<file path="src/rtl/rf_wb_pkg.sv">
// Shared widths and the LLU result payload for the register-file write arbiter.
package rf_wb_pkg;

  localparam int unsigned XLEN   = 32;
  localparam int unsigned REG_AW = 5;
  localparam int unsigned NREG   = 32;

  typedef struct packed {
    logic [REG_AW-1:0] rd;
    logic [XLEN-1:0]   data;
  } llu_entry_t;

endpackage

</file>
<file path="src/rtl/rf_wb_fifo.sv">
// Small LLU result FIFO; pointers carry one extra wrap bit to separate full from empty.
module rf_wb_fifo
  import rf_wb_pkg::*;
#(
  parameter int unsigned DEPTH = 2
) (
  input  logic       clk,
  input  logic       rst,
  input  logic       push,
  input  llu_entry_t din,
  input  logic       pop,
  output logic       full,
  output logic       empty,
  output llu_entry_t head
);

  localparam int unsigned AW = $clog2(DEPTH);
  localparam int unsigned PW = AW + 1;

  logic [PW-1:0] wptr;
  logic [PW-1:0] rptr;
  llu_entry_t    mem [DEPTH];

  // Pointer advance; callers only push when not full and pop when not empty.
  always_ff @(posedge clk or posedge rst) begin
    if (rst) begin
      wptr <= '0;
      rptr <= '0;
    end else begin
      if (push) wptr <= wptr + PW'(1);
      if (pop)  rptr <= rptr + PW'(1);
    end
  end

  // Payload storage needs no reset: it is only read while non-empty.
  always_ff @(posedge clk) begin
    if (push) mem[wptr[AW-1:0]] <= din;
  end

  assign empty = (wptr == rptr);
  assign full  = (wptr[AW] != rptr[AW]) && (wptr[AW-1:0] == rptr[AW-1:0]);
  assign head  = mem[rptr[AW-1:0]];

endmodule

</file>
<file path="src/rtl/rf_wb_arbiter.sv">
// Register-file write-port arbiter between pipeline WB and the long-latency unit,
// with a pending-destination scoreboard driving the ID stall.
// Optional starvation relief (counter + wb_hold) is built when RF_WB_STARVE_EN is defined;
// without it, buffered LLU results drain only on WB bubbles.
module rf_wb_arbiter
  import rf_wb_pkg::*;
#(
  parameter int unsigned DEPTH      = 2,
  parameter int unsigned STARVE_MAX = 8
) (
  input  logic              clk,
  input  logic              rst,
  input  logic              wb_we,
  input  logic [REG_AW-1:0] wb_rd,
  input  logic [XLEN-1:0]   wb_data,
  output logic              wb_hold,
  input  logic              llu_valid,
  input  logic [REG_AW-1:0] llu_rd,
  input  logic [XLEN-1:0]   llu_data,
  output logic              llu_ready,
  input  logic              iss_valid,
  input  logic [REG_AW-1:0] iss_rd,
  input  logic [REG_AW-1:0] id_rs1,
  input  logic [REG_AW-1:0] id_rs2,
  input  logic [REG_AW-1:0] id_rd,
  input  logic              id_we,
  output logic              raw_stall,
  output logic              rf_we,
  output logic [REG_AW-1:0] rf_waddr,
  output logic [XLEN-1:0]   rf_wdata
);

  // Reject configurations the pointer and counter logic cannot represent.
  if (DEPTH < 2 || (DEPTH & (DEPTH - 1)) != 0 || STARVE_MAX == 0) begin : g_bad_cfg
    $error("rf_wb_arbiter: DEPTH must be a power of two >= 2 and STARVE_MAX >= 1");
  end

  logic       wb_req;
  logic       push;
  logic       pop;
  logic       full;
  logic       empty;
  logic       starve_hit;
  llu_entry_t din;
  llu_entry_t head;

  logic [NREG-1:0] pending_q;
  logic [NREG-1:0] set_v;
  logic [NREG-1:0] clr_v;

  assign wb_req    = wb_we && (wb_rd != '0);
  assign llu_ready = !full;
  assign push      = llu_valid && !full;
  assign pop       = !empty && (!wb_req || starve_hit);
  assign din       = '{rd: llu_rd, data: llu_data};

  rf_wb_fifo #(
    .DEPTH (DEPTH)
  ) u_fifo (
    .clk   (clk),
    .rst   (rst),
    .push  (push),
    .din   (din),
    .pop   (pop),
    .full  (full),
    .empty (empty),
    .head  (head)
  );

`ifdef RF_WB_STARVE_EN
  localparam int unsigned CW = $clog2(STARVE_MAX + 1);

  logic [CW-1:0] cnt_q;

  // Count cycles a buffered result has waited behind WB; saturates at the limit.
  always_ff @(posedge clk or posedge rst) begin
    if (rst) begin
      cnt_q <= '0;
    end else if (pop || empty) begin
      cnt_q <= '0;
    end else if (!starve_hit) begin
      cnt_q <= cnt_q + CW'(1);
    end
  end

  assign starve_hit = (cnt_q == CW'(STARVE_MAX));
  assign wb_hold    = pop && wb_req;
`else
  assign starve_hit = 1'b0;
  assign wb_hold    = 1'b0;
`endif

  // Write-port mux: a draining FIFO head takes the port, otherwise WB passes through.
  always_comb begin
    rf_we    = wb_req;
    rf_waddr = wb_rd;
    rf_wdata = wb_data;
    if (pop) begin
      rf_we    = (head.rd != '0);
      rf_waddr = head.rd;
      rf_wdata = head.data;
    end
  end

  // Scoreboard set/clear masks for this cycle.
  always_comb begin
    set_v = '0;
    clr_v = '0;
    if (iss_valid && (iss_rd != '0)) set_v[iss_rd] = 1'b1;
    if (pop) clr_v[head.rd] = 1'b1;
  end

  // Pending LLU destinations; issue beats drain on the same bit, x0 never pends.
  always_ff @(posedge clk or posedge rst) begin
    if (rst) begin
      pending_q <= '0;
    end else begin
      pending_q <= ((pending_q & ~clr_v) | set_v) & ~NREG'(1);
    end
  end

  assign raw_stall = pending_q[id_rs1] | pending_q[id_rs2] | (id_we & pending_q[id_rd]);

endmodule

</file>
<file path="config.mk">
export PLATFORM = sky130hd
export DESIGN_NAME = rf_wb_arbiter
export DESIGN_NICKNAME = d
export VERILOG_FILES = /design/src/rtl/rf_wb_pkg.sv /design/src/rtl/rf_wb_fifo.sv /design/src/rtl/rf_wb_arbiter.sv
export SDC_FILE = /design/constraint.sdc
export NUM_CORES = 1
export LEC_CHECK = 0
export BUFFER_PORTS_ARGS = -buffer_cell sky130_fd_sc_hd__buf_2
export CAP_MARGIN = 20
export CORE_ASPECT_RATIO = 1.1
export CORE_UTILIZATION = 53
export DETAILED_ROUTE_END_ITERATION = 10
export PLACE_DENSITY_LB_ADDON = 0.08
export SETUP_SLACK_MARGIN = 0.02
export SLEW_MARGIN = 30
export SYNTH_ARGS = -nofsm -noshare
export SYNTH_HDL_FRONTEND = slang
export SYNTH_SLANG_ARGS = --single-unit
</file>
<file path="constraint.sdc">
create_clock -name clk -period 3.9 [get_ports clk]
set_clock_uncertainty 0.2 [all_clocks]
set_input_delay 0 -clock clk [delete_from_list [all_inputs] [get_ports clk]]
set_output_delay 0 -clock clk [all_outputs]
set_load 0.005 [all_outputs]
</file>
==> impl_metrics.env <==
export IMPL_die_x_um=99.4
export IMPL_whs_ns=0.0668
export IMPL_synth_top_area_share_pct=40.2
export IMPL_grt_overflow_total=0
export IMPL_synth_top_family_by_area="multiplexers"
export IMPL_die_area_sq_um=10800
export IMPL_vias_per_cell=5.73
export IMPL_ant_nets=0
export IMPL_coreArea_sq_um=9980
export IMPL_synth_most_common_cell="edfxtp_1"
export IMPL_yosysSeqAreaShare_pct=56.0
export IMPL_antenna_cells=0
export IMPL_numCtsBuffers=9
export IMPL_place_inst=672
export IMPL_path_class="reg2reg"
export IMPL_post_route_util_pct=70.0
export IMPL_area_delta_synth_final_pct=26.5
export IMPL_hold_depth=4
export IMPL_finalCriticalPeriod_ns=3.01
export IMPL_ctsHoldBuffers=53
export IMPL_synth_area_mux_share_pct=18.4
export IMPL_synth_ff_type="edfxtp_1"
export IMPL_cts_buffer_depth=2
export IMPL_synth_edff_count=74
export IMPL_synth_largest_area_cell="edfxtp_1"
export IMPL_clkLatencyLatePin_ns=0.36
export IMPL_io_buffers=139
export IMPL_drt_iter0_markers=194
export IMPL_fmax_mhz=332
export IMPL_final_cells=741
export IMPL_synth_cells=432
export IMPL_ff2ff_path_depth=7
export IMPL_post_cts_buffers=0
export IMPL_die_y_um=109
export IMPL_outcome="finished clean"
export IMPL_wire_per_inst_um=17.5
export IMPL_gp_congestion=0.877
export IMPL_async_reset_ff_share_pct=32.1
export IMPL_synth_common_cells="74 x edfxtp_1, 72 x nand2_1, 53 x o21ai_0"
export IMPL_cts_sink_count=109
export IMPL_synth_adder_area_share_pct=0
export IMPL_r2r_start="u_fifo.rptr[0]$_DFFE_PP0P_"
export IMPL_cts_root_buf="clkbuf_8"
export IMPL_fillCellCount=697
export IMPL_syn_nets=532
export IMPL_maxCapViolCount=0
export IMPL_slew_headroom_pct=57.6
export IMPL_worstPathRequired_ns=3.96
export IMPL_vias=4243
export IMPL_gr_usage_all_layers_pct=25.1
export IMPL_tritoncts="built"
export IMPL_detailed_place_hpwl_um=9310
export IMPL_start_kind="flip-flop"
export IMPL_slew_viol_final=0
export IMPL_rsz0062_at_grt="false"
export IMPL_cts_resized=0
export IMPL_cp_max_fo=31
export IMPL_ys_ff_latch=109
export IMPL_num_io_pins=141
export IMPL_antenna_found_initial=0
export IMPL_route_met2_wl_um=7170
export IMPL_dpl_cell_area_sq_um=6290
export IMPL_endpoint="pending_q[11]$_DFF_PP0_"
export IMPL_grt_pass1_wl_um=20600
export IMPL_setup_viol=0
export IMPL_synth_cell_types=50
export IMPL_drive_gt1_share_pct=30.3
export IMPL_synth_compound_area_share_pct=11.1
export IMPL_first_pass_iters=4
export IMPL_cp_startpoint="u_fifo.rptr[0]$_DFFE_PP0P_"
export IMPL_hold_path_class="in2out"
export IMPL_fin_area_sq_um=6990
export IMPL_r2r_end="pending_q[11]$_DFF_PP0_"
export IMPL_yosys_area_share_simple_pct=10.7
export IMPL_yosys_top_cells_area="edfxtp_1 40%, dfrtp_1 16%, mux2i_1 8.9%"
export IMPL_met3_length_um=572
export IMPL_grt_pass1_vias=4203
export IMPL_layout_nets=716
export IMPL_synthXorXnorAreaFrac_pct=0.950
export IMPL_met1_length_um=5020
export IMPL_r2r_slack_ns=0.89
export IMPL_worst_pin_slew_ns=0.634
export IMPL_htree_levels=3
export IMPL_fin_tns_setup_ns=0
export IMPL_rows=38
export IMPL_grt_max_degree=40
export IMPL_finalWirelength_um=13000
export IMPL_hold_viol_final=0
export IMPL_clk_pin_slew_ns=0.10
export IMPL_powerDensity_nw_per_um2=656
export IMPL_p_leak_nw=2.91
export IMPL_crit_arrival_ns=3.07
export IMPL_syn_area_per_cell_sq_um=12.8
export IMPL_end_kind="flip-flop"
export IMPL_drc_errors=0
export IMPL_irDropWorstVdd_v=0.000486
export IMPL_syn_area_sq_um=5530
export IMPL_fin_crit_sh_pct=77.2
export IMPL_maxUsedRoutingLayer="met4"
export IMPL_ys_warnings_count=0
export IMPL_initial_core_util_pct=55.4
-- logic make-up (layout without fill, tap and decap cells) --
logic type	after synthesis	count (layout)
simple gates	121	121
flops	109	109
compound gates	95	95
mux	73	73
buf+inv	27	216
xor+xnor	6	6
other cells	1	1
-- through the flow --
stage          total power [mW]  worst slack (ns)
6_report                   4.59             0.891
3_3_place_gp               3.87              1.38
5_1_grt                    4.89             0.669
2_1_floorplan              3.26             0.941
3_5_place_dp               3.93              1.36
4_1_cts                    4.59             0.872
-- critical path, cell delays in order, from the launching register on --
cell	delay, ns
dfrtp_2	0.64
buf_4	0.53
mux2_2	0.31
nand2_1	0.09
nor2_1	0.28
nand2_1	0.10
a32o_1	0.21
dlygate4sd3_1	0.55
-- state kept, by name, indices dropped and copies added (netlist names) --
signal / flops
u_fifo.mem: 74
u_fifo.rptr: 2
pending_q: 31
u_fifo.wptr: 2
-- routing by layer --
metal	vias up	global-route usage, %
li1	2027	-
met1	2055	29.1
met2	141	47.5
met3	20	3.91
met4	0	7.77
met5	-	0
-- area by class of cell --
cell class	count	area (sq um)	share of cell area, %
Tap cell	120	150	2.15
Inverter	4	15.0	0.215
Multi-Input combinational cell	296	2300	32.9
Sequential cell	109	3100	44.3
Clock buffer	10	128	1.83
Clock inverter	6	43.8	0.626
Timing Repair Buffer	196	1260	18.0
-- layout by cell type, fill, tap and decap left out, drive strengths merged, types with 10 or more instances in the layout --
cell type,instances
dlygate4sd3,53
nor2,12
nand2,72
buf,143
dfrtp,35
clkbuf,10
o21ai,54
a22o,11
mux4,21
mux2i,49
edfxtp,74
-- worst min-delay path by stage --
| stage | startpoint | endpoint | slack [ns] |
|---|---|---|---|
| after floorplan | llu_data[0] | u_fifo.mem[0][0]$_DFFE_PP_ | -0.10 |
| after global placement | rst | u_fifo.wptr[1]$_DFFE_PP0N_ | -0.32 |
| after detailed placement | rst | u_fifo.wptr[1]$_DFFE_PP0N_ | -0.32 |
| after CTS | wb_data[16] | rf_wdata[16] | 0.07 |
| after global routing | wb_data[19] | rf_wdata[19] | 0.08 |
| final | wb_data[16] | rf_wdata[16] | 0.07 |
-- report_power, final --
| group | internal [mW] | switching (mW) |
|---|---|---|
| Combinational | 0.919 | 1.03 |
| Clock | 0.238 | 0.371 |
| Sequential | 1.71 | 0.320 |
| Total | 2.86 | 1.72 |
No activity file was read; power rests on OpenSTA's default activity.
